File: src/rtl/beat_editor.sv
// Front-panel step editor: debounced buttons move a cursor and edit 4-bit pitches per step.
// Optional live record from the playback position when BEAT_EDITOR_LIVE_RECORD_EN is defined.
module beat_editor #(
    parameter int NUM_BEATS       = 16,
    parameter int DEBOUNCE_CYCLES = 120_000
) (
    input  logic                         clk,
    input  logic                         rst,
    input  logic                         btn_left,
    input  logic                         btn_right,
    input  logic                         btn_up,
    input  logic                         btn_down,
    input  logic                         btn_clear,
    input  logic [$clog2(NUM_BEATS)-1:0] beat_count,
`ifdef BEAT_EDITOR_LIVE_RECORD_EN
    input  logic                         rec_en,
    input  logic [3:0]                   rec_pitch,
`endif
    output logic [NUM_BEATS*4-1:0]       beats,
    output logic [$clog2(NUM_BEATS)-1:0] cursor,
    output logic [3:0]                   cursor_pitch,
    output logic                         edit_strobe
);

    localparam int CW    = $clog2(NUM_BEATS);
    localparam int CNT_W = $clog2(DEBOUNCE_CYCLES);
    localparam int NBTN  = 5;

    localparam int B_LEFT  = 0;
    localparam int B_RIGHT = 1;
    localparam int B_UP    = 2;
    localparam int B_DOWN  = 3;
    localparam int B_CLEAR = 4;

    localparam logic [CNT_W-1:0] CNT_MAX = CNT_W'(DEBOUNCE_CYCLES - 1);

    logic [NBTN-1:0]  raw;
    logic [NBTN-1:0]  sync1;
    logic [NBTN-1:0]  sync2;
    logic [NBTN-1:0]  deb;
    logic [NBTN-1:0]  deb_q;
    logic [NBTN-1:0]  ev;
    logic [CNT_W-1:0] cnt [NBTN];

    assign raw = {btn_clear, btn_down, btn_up, btn_right, btn_left};

    always_ff @(posedge clk or posedge rst) begin
        if (rst) begin
            sync1 <= '0;
            sync2 <= '0;
            deb   <= '0;
            deb_q <= '0;
            for (int unsigned i = 0; i < NBTN; i++) begin
                cnt[i] <= '0;
            end
        end else begin
            sync1 <= raw;
            sync2 <= sync1;
            deb_q <= deb;
            for (int unsigned i = 0; i < NBTN; i++) begin
                if (sync2[i] == deb[i]) begin
                    cnt[i] <= '0;
                end else if (cnt[i] == CNT_MAX) begin
                    deb[i] <= sync2[i];
                    cnt[i] <= '0;
                end else begin
                    cnt[i] <= cnt[i] + 1'b1;
                end
            end
        end
    end

    // Press events only; releases are ignored.
    assign ev = deb & ~deb_q;

`ifdef BEAT_EDITOR_LIVE_RECORD_EN
    logic [CW-1:0] beat_count_q;
    logic          rec_hit;

    always_ff @(posedge clk or posedge rst) begin
        if (rst) begin
            beat_count_q <= '0;
        end else begin
            beat_count_q <= beat_count;
        end
    end

    assign rec_hit = rec_en && (beat_count != beat_count_q);
`else
    logic unused_beat_count;
    assign unused_beat_count = ^beat_count;
`endif

    logic [NUM_BEATS*4-1:0] beats_nxt;
    logic [CW-1:0]          cursor_nxt;

    assign cursor_pitch = beats[{cursor, 2'b00} +: 4];

    always_comb begin
        beats_nxt  = beats;
        cursor_nxt = cursor;
        if (ev[B_CLEAR]) begin
            beats_nxt  = '0;
            cursor_nxt = '0;
        end else begin
            // Pitch edit uses the pre-move cursor so a simultaneous move cannot redirect it.
            if (ev[B_UP] && !ev[B_DOWN] && (cursor_pitch != 4'hF)) begin
                beats_nxt[{cursor, 2'b00} +: 4] = cursor_pitch + 4'd1;
            end else if (ev[B_DOWN] && !ev[B_UP] && (cursor_pitch != 4'h0)) begin
                beats_nxt[{cursor, 2'b00} +: 4] = cursor_pitch - 4'd1;
            end
`ifdef BEAT_EDITOR_LIVE_RECORD_EN
            // Written after the button edit so recording wins on the same step.
            if (rec_hit) begin
                beats_nxt[{beat_count, 2'b00} +: 4] = rec_pitch;
            end
`endif
            if (ev[B_RIGHT] && !ev[B_LEFT]) begin
                cursor_nxt = cursor + 1'b1;
            end else if (ev[B_LEFT] && !ev[B_RIGHT]) begin
                cursor_nxt = cursor - 1'b1;
            end
        end
    end

    always_ff @(posedge clk or posedge rst) begin
        if (rst) begin
            beats       <= '0;
            cursor      <= '0;
            edit_strobe <= 1'b0;
        end else begin
            beats       <= beats_nxt;
            cursor      <= cursor_nxt;
            edit_strobe <= (beats_nxt != beats);
        end
    end

endmodule

File: config.mk
export PLATFORM = sky130hd
export DESIGN_NAME = beat_editor
export DESIGN_NICKNAME = d
export VERILOG_FILES = /design/src/rtl/beat_editor.sv
export SDC_FILE = /design/constraint.sdc
export NUM_CORES = 1
export LEC_CHECK = 0
export CORE_ASPECT_RATIO = 2
export CORE_UTILIZATION = 30
export CTS_BUF_LIST = sky130_fd_sc_hd__clkbuf_16
export DETAILED_ROUTE_END_ITERATION = 10
export SLEW_MARGIN = 20
export SYNTH_ARGS = -nofsm -noshare
export SYNTH_HDL_FRONTEND = slang
export SYNTH_SLANG_ARGS = --single-unit
File: constraint.sdc
create_clock -name clk -period 6.5 [get_ports clk]
set_clock_uncertainty 0.1 [all_clocks]
set_input_delay 1.3 -clock clk [delete_from_list [all_inputs] [get_ports clk]]
set_output_delay 1.3 -clock clk [all_outputs]
set_load 0.01 [all_outputs]
==> results of run 1 <==
-- power by group --
group	internal, mW	switching, mW
combinational	0.0134	0.0385
sequential	1.09	0.0102
clock	0.528	0.564
-- critical path: stages (launching register included) --
cell and delay [ns]:
dfrtp_1 0.67, mux4_2 0.57, mux2i_1 0.16, nand2_1 0.07, nand2_1 0.36, inv_1 0.25
ha_1 0.33, nor2b_1 0.17, and3_1 0.26, o21ai_2 0.68, a21oi_1 0.30, o21ai_1 0.34
o41a_1 0.21, nand4_1 0.08, buf_4 0.20, nor4_1 0.50, buf_4 0.20, nand4_1 0.13
or4_1 0.56
-- cells by family after synthesis --
family / share of synthesized area
XOR/XNOR: 0.0637
multiplexers: 0.0552
buffers and inverters: 0.0414
AND/OR/NAND/NOR: 0.260
adder cells (fa/ha/maj): 0.0151
flip-flops: 0.360
AO/OA/AOI/OAI: 0.204
-- metrics by stage --
stage | instance area, µm² | utilization | power [mW] | setup slack [ns] | hold slack, ns
CTS | 14600 | 0.369 | 2.27 | 0.560 | 0.253
global placement | 14000 | 0.353 | 1.18 | 0.516 | 0.237
floorplan | 12100 | - | 1.16 | 0.383 | 0.231
global route | 14600 | 0.369 | 2.32 | 0.0978 | 0.259
detailed placement | 14000 | 0.353 | 1.18 | 0.580 | 0.238
finish | 14600 | 0.369 | 2.25 | 0.184 | 0.252
-- sequential cells by signal (all words and copies together) (netlist names) --
name	cells
cursor	4
deb	5
sync2	5
beats	64
edit_strobe	1
deb_q	5
cnt	85
sync1	5
-- worst max path at each step --
stage                          from           to  slack, ns  cells after the start
final                     cursor[0]  edit_strobe       0.18                     18
after global routing      cursor[0]  edit_strobe        0.1                     18
after CTS                 cursor[2]  edit_strobe       0.56                     17
after detailed placement  cursor[2]  edit_strobe       0.58                     17
after global placement    cursor[2]  edit_strobe       0.52                     17
after floorplan                 rst     beats[0]       0.38                      1
-- metal layers --
metal,share of wire,vias to the layer above
met5,0.0016,-
met4,0.11,7
met3,0.087,303
met2,0.47,814
met1,0.33,6438
li1,-,5571
-- synth_stat cells (9+ instances only) --
cell / n
buf_2: 9
or4_1: 9
and3_1: 26
or3_1: 15
mux4_2: 10
nand3_1: 80
o22ai_1: 10
a22oi_1: 11
nand2b_1: 15
nand2_1: 139
mux2_2: 15
dfrtp_1: 174
a32oi_1: 10
nor2b_1: 11
clkbuf_1: 65
xor2_1: 53
nand4_1: 28
and2_1: 14
a21oi_1: 79
o32ai_1: 10
nor4_1: 24
o21ai_0: 77
ha_1: 13
a31oi_1: 16
inv_1: 25
nor2_1: 213
a221oi_1: 14
a211oi_1: 26
nor3_1: 44
xnor2_1: 33
mux2i_1: 22
-- final cells by class --
class	instances	area (µm²)
repair buffers	185	1600
inverters	28	113
well taps	525	657
fillers	4155	24900
diodes	3	7.51
multi-input cells	1162	7270
flip-flops and latches	174	4360
clock buffers	17	425
clock inverters	15	186
==> results.py, run 1 <==
metrics = {
    "hold_path": {
        "hold_class": "reg2reg",
        "min_to": "sync2[1]",
        "hp-start": "sync1[1]",
        "min_delay_path_depth": 0,
    },
    "synthesis": {
        "synth_top_area_cell": "dfrtp_1",
        "syn_avg_cell_area_um2": 8.32,
        "ys_seq_area_frac": 0.360,
        "synth_area_um2": 12100,
        "yosysWarnings": 0,
        "synth_edf_count": 0,
        "synth_top_area_frac": 0.360,
        "yosysUniqueCellTypes": 95,
        "postSynthCellCount": 1452,
        "synth-seq-cells": 174,
        "syn-num-nets": 1477,
        "synth_top_cells_by_area": "dfrtp_1 (36%), nor2_1 (6.6%), nand2_1 (4.3%)",
        "async_flop_share": 1.00,
        "ys.flop_type": "dfrtp_1",
    },
    "route": {
        "routedWlPerCell_um": 34.4,
        "first_pass_iters": 6,
        "num_vias": 13133,
        "routed_wirelength_um": 72600,
        "drc": 0,
        "via_per_inst": 6.23,
        "drt_iter0_drc": 1239,
        "ant_nets": 0,
    },
    "sta": {
        "grt_setup_unrepaired": "false",
        "worstMarginPinSlew_ns": 1.38,
        "fmax_ghz": 0.158,
        "min_period_ns": 6.32,
        "fin_crit_sh": 0.972,
        "setup_tns_ns": 0,
        "drv_slew": 0,
        "slew_headroom": 0.0788,
        "hold_viol": 0,
        "setup_viol": 0,
    },
    "floorplanning": {
        "fp-row-count": 103,
        "die_w_um": 144,
        "pin_count": 84,
        "start_util": 0.305,
        "die-height_um": 286,
        "dieArea_um2": 41100,
        "core_region_area_um2": 39600,
    },
    "placed_design": {
        "dp_cells": 2074,
        "portBuffers": 79,
        "dp_hpwl_um": 52700,
        "gp_congestion": 1.04,
    },
    "run": {
        "cap_violations": 0,
    },
    "clock_network": {
        "clk_latency_ns": 0.47,
        "cts-buffers-inserted": 17,
        "cts.repair.resized": 0,
        "cts_tree": "built",
        "cts.sinks": 174,
        "cts_root_buffer": "clkbuf_16",
        "cts_setup_buffers": 0,
        "htreeDepth": 4,
        "clockBufferDepth": 2,
        "cts_hold_buffers": 0,
        "clkTransAtPathRegs_ns": 0.08,
    },
    "worst_setup_path": {
        "timing.rr.start": "cursor[0]",
        "start_kind": "flip-flop",
        "rr_endpoint": "edit_strobe",
        "path_class": "reg2reg",
        "worst_ep_arrival_time_ns": 6.53,
        "r2r_setup_slack_ns": 0.18,
        "worst_ep_required_time_ns": 6.72,
        "critPathMaxFanout": 8,
        "reg2reg_depth": 18,
        "endpoint_kind": "flip-flop",
    },
    "final_layout": {
        "layoutNonFillerInstCount": 2109,
        "nets": 1593,
        "syn2layout_area_growth_pct": 21.0,
        "drive_above_1_share": 0.132,
        "layout_common_cells": "nor2_1 (212), dfrtp_1 (173), nand2_1 (139), buf_4 (105), nand3_1 (80)",
        "layout_commonest_cell": "nor2_1",
    },
    "run_status": {
        "status": "finished clean",
    },
    "global_route": {
        "grt_use_met3": 0.102,
        "grt_pass1_vias": 12933,
        "grt_usage": 0.365,
        "top_usage_layer": "met2",
        "grt_max_degree": 92,
        "use_met2": 0.584,
        "grtUsageMet1": 0.378,
        "grt_overflow": 0,
        "antenna_found_initial": 2,
        "grt_pass1_wl_um": 101000,
    },
    "power": {
        "ir_worst_vdd_mv": 0.178,
        "p_per_area_nw_per_um2": 154,
        "p_leak_nw": 5.81,
    },
}
Note: power is estimated with default switching activity, not from simulation.
==> run 2: changes to the inputs <==
Clock period 6.5 ns to 5.7 ns, I/O delays scaled along.
==> results.py, run 2 (synthesized netlist as in run 1, its figures left out) <==
metrics = {
    "final_layout": {
        "final_util": 0.389,
        "layoutNonFillerInstCount": 2195,
        "layout_common_cells": "nor2_1 (211), buf_4 (182), dfrtp_1 (172), nand2_1 (139), nand3_1 (80)",
        "top_register": "cnt",
        "design_area_um2": 15400,
        "syn2layout_area_growth_pct": 27.3,
        "drive_above_1_share": 0.178,
        "largest_reg_flops": 85,
        "layout_commonest_cell": "nor2_1",
        "nets": 1677,
        "top_regs": "cnt (85), beats (64)",
    },
    "run": {
        "cap_violations": 0,
    },
    "placed_design": {
        "dp_hpwl_um": 55200,
        "portBuffers": 79,
        "dp_cells": 2157,
        "placed_cell_area_um2": 14700,
        "gp_congestion": 1.09,
    },
    "route": {
        "routedWlPerCell_um": 34.2,
        "drt_iter0_drc": 1288,
        "drc": 0,
        "routed_wirelength_um": 75100,
        "num_vias": 13647,
        "first_pass_iters": 7,
        "ant_nets": 0,
        "via_per_inst": 6.22,
    },
    "sta": {
        "fin_crit_sh": 1.00,
        "grt_setup_unrepaired": "false",
        "setup_tns_ns": 0,
        "fmax_ghz": 0.175,
        "drv_slew": 0,
        "hold_viol": 0,
        "setup_viol": 0,
        "slew_headroom": 0.151,
        "worstMarginPinSlew_ns": 1.26,
        "min_period_ns": 5.70,
    },
    "clock_network": {
        "clkTransAtPathRegs_ns": 0.08,
        "cts_root_buffer": "clkbuf_16",
        "cts_tree": "built",
        "clockBufferDepth": 2,
        "cts_setup_buffers": 0,
        "cts_hold_buffers": 0,
        "cts-buffers-inserted": 17,
        "clk_latency_ns": 0.48,
        "htreeDepth": 4,
        "cts.sinks": 174,
    },
    "floorplanning": {
        "die_w_um": 144,
        "die-height_um": 286,
        "core_region_area_um2": 39600,
        "fp-row-count": 103,
        "dieArea_um2": 41100,
        "pin_count": 84,
        "start_util": 0.305,
    },
    "worst_setup_path": {
        "start_kind": "flip-flop",
        "r2r_setup_slack_ns": 0.002,
        "reg2reg_depth": 19,
        "critical_path.cell_chain": "mux4_2 > mux2i_1 > nand2_1 > nand2_2 > ha_2 > nand2_1 > a21oi_1 > buf_4 > o21ai_4 > buf_4 > a32oi_1 > buf_4 > nor2_1 > a41oi_1 > nand4_1 > nor4_1 > buf_4 > nand4_1 > or4_1",
        "worst_ep_arrival_time_ns": 5.92,
        "crit_top_cell": "buf_4",
        "cpMaxStageDelayCell": "dfrtp_4",
        "rr_endpoint": "edit_strobe",
        "critPathBufInv": 4,
        "crit_path_max_incr_delay_ns": 0.64,
        "crit_family": "simple AND/OR/NAND/NOR gates",
        "endpoint_kind": "flip-flop",
        "timing.rr.start": "cursor[2]",
        "worst_ep_required_time_ns": 5.93,
        "critPathMaxFanout": 11,
        "path_class": "reg2reg",
    },
    "global_route": {
        "grt_max_degree": 112,
        "grt_overflow": 0,
        "grt_usage": 0.376,
        "grt_use_met3": 0.117,
        "top_usage_layer": "met2",
        "grt_pass1_vias": 13270,
        "use_met2": 0.597,
        "antenna_found_initial": 9,
        "grt_pass1_wl_um": 104000,
        "grtUsageMet1": 0.380,
    },
    "hold_path": {
        "min_to": "sync2[1]",
        "min_delay_path_depth": 0,
        "hp-start": "sync1[1]",
        "hold_class": "reg2reg",
    },
    "power": {
        "p_total_mw": 2.61,
        "ir_worst_vdd_mv": 0.289,
        "p_leak_nw": 6.26,
        "p_per_area_nw_per_um2": 170,
    },
    "run_status": {
        "status": "finished clean",
    },
}
==> run 2: timing repair <==
item                       in CTS  in global routing
resized for setup               0                  5
setup endpoints to repair       0                  1
hold endpoints to repair        0                  0
==> run 2: metal layers <==
| layer | vias to the layer above | routed length [µm] |
|---|---|---|
| met5 | - | 77 |
| met4 | 12 | 9000 |
| met3 | 342 | 6580 |
| met2 | 837 | 35100 |
| met1 | 6704 | 24300 |
| li1 | 5752 | - |
==> run 2: cell type report <==
| type | instances | area, µm² |
|---|---|---|
| multi-input combinational | 1162 | 7290 |
| tap | 525 | 657 |
| clock inverter | 15 | 211 |
| clock buffer | 17 | 425 |
| antenna | 5 | 12.5 |
| timing repair buffer | 269 | 2320 |
| inverter | 28 | 111 |
| fill | 4096 | 24200 |
| sequential | 174 | 4360 |
==> run 2: metrics by stage <==
stage | setup WS [ns] | hold WS, ns
floorplan | 0.915 | 0.231
global placement | 0.0565 | 0.233
detailed placement | 0.0679 | 0.236
CTS | 0.0174 | 0.255
global route | 0.00224 | 0.275
finish | 0.00189 | 0.256
==> run 2: power breakdown <==
part	switching (mW)	internal, mW
Sequential	0.0114	1.25
Combinational	0.0453	0.0161
Clock	0.677	0.616
Total	0.734	1.88
==> run 2: worst max-delay path by stage <==
stage               startpoint     endpoint  slack, ns  cells past startpoint
global route         cursor[2]  edit_strobe      0.002                     19
detailed placement   cursor[2]  edit_strobe       0.07                     19
global placement     cursor[2]  edit_strobe       0.06                     19
finish               cursor[2]  edit_strobe      0.002                     19
CTS                  cursor[2]  edit_strobe       0.02                     19
floorplan            cursor[2]  edit_strobe       0.92                     18
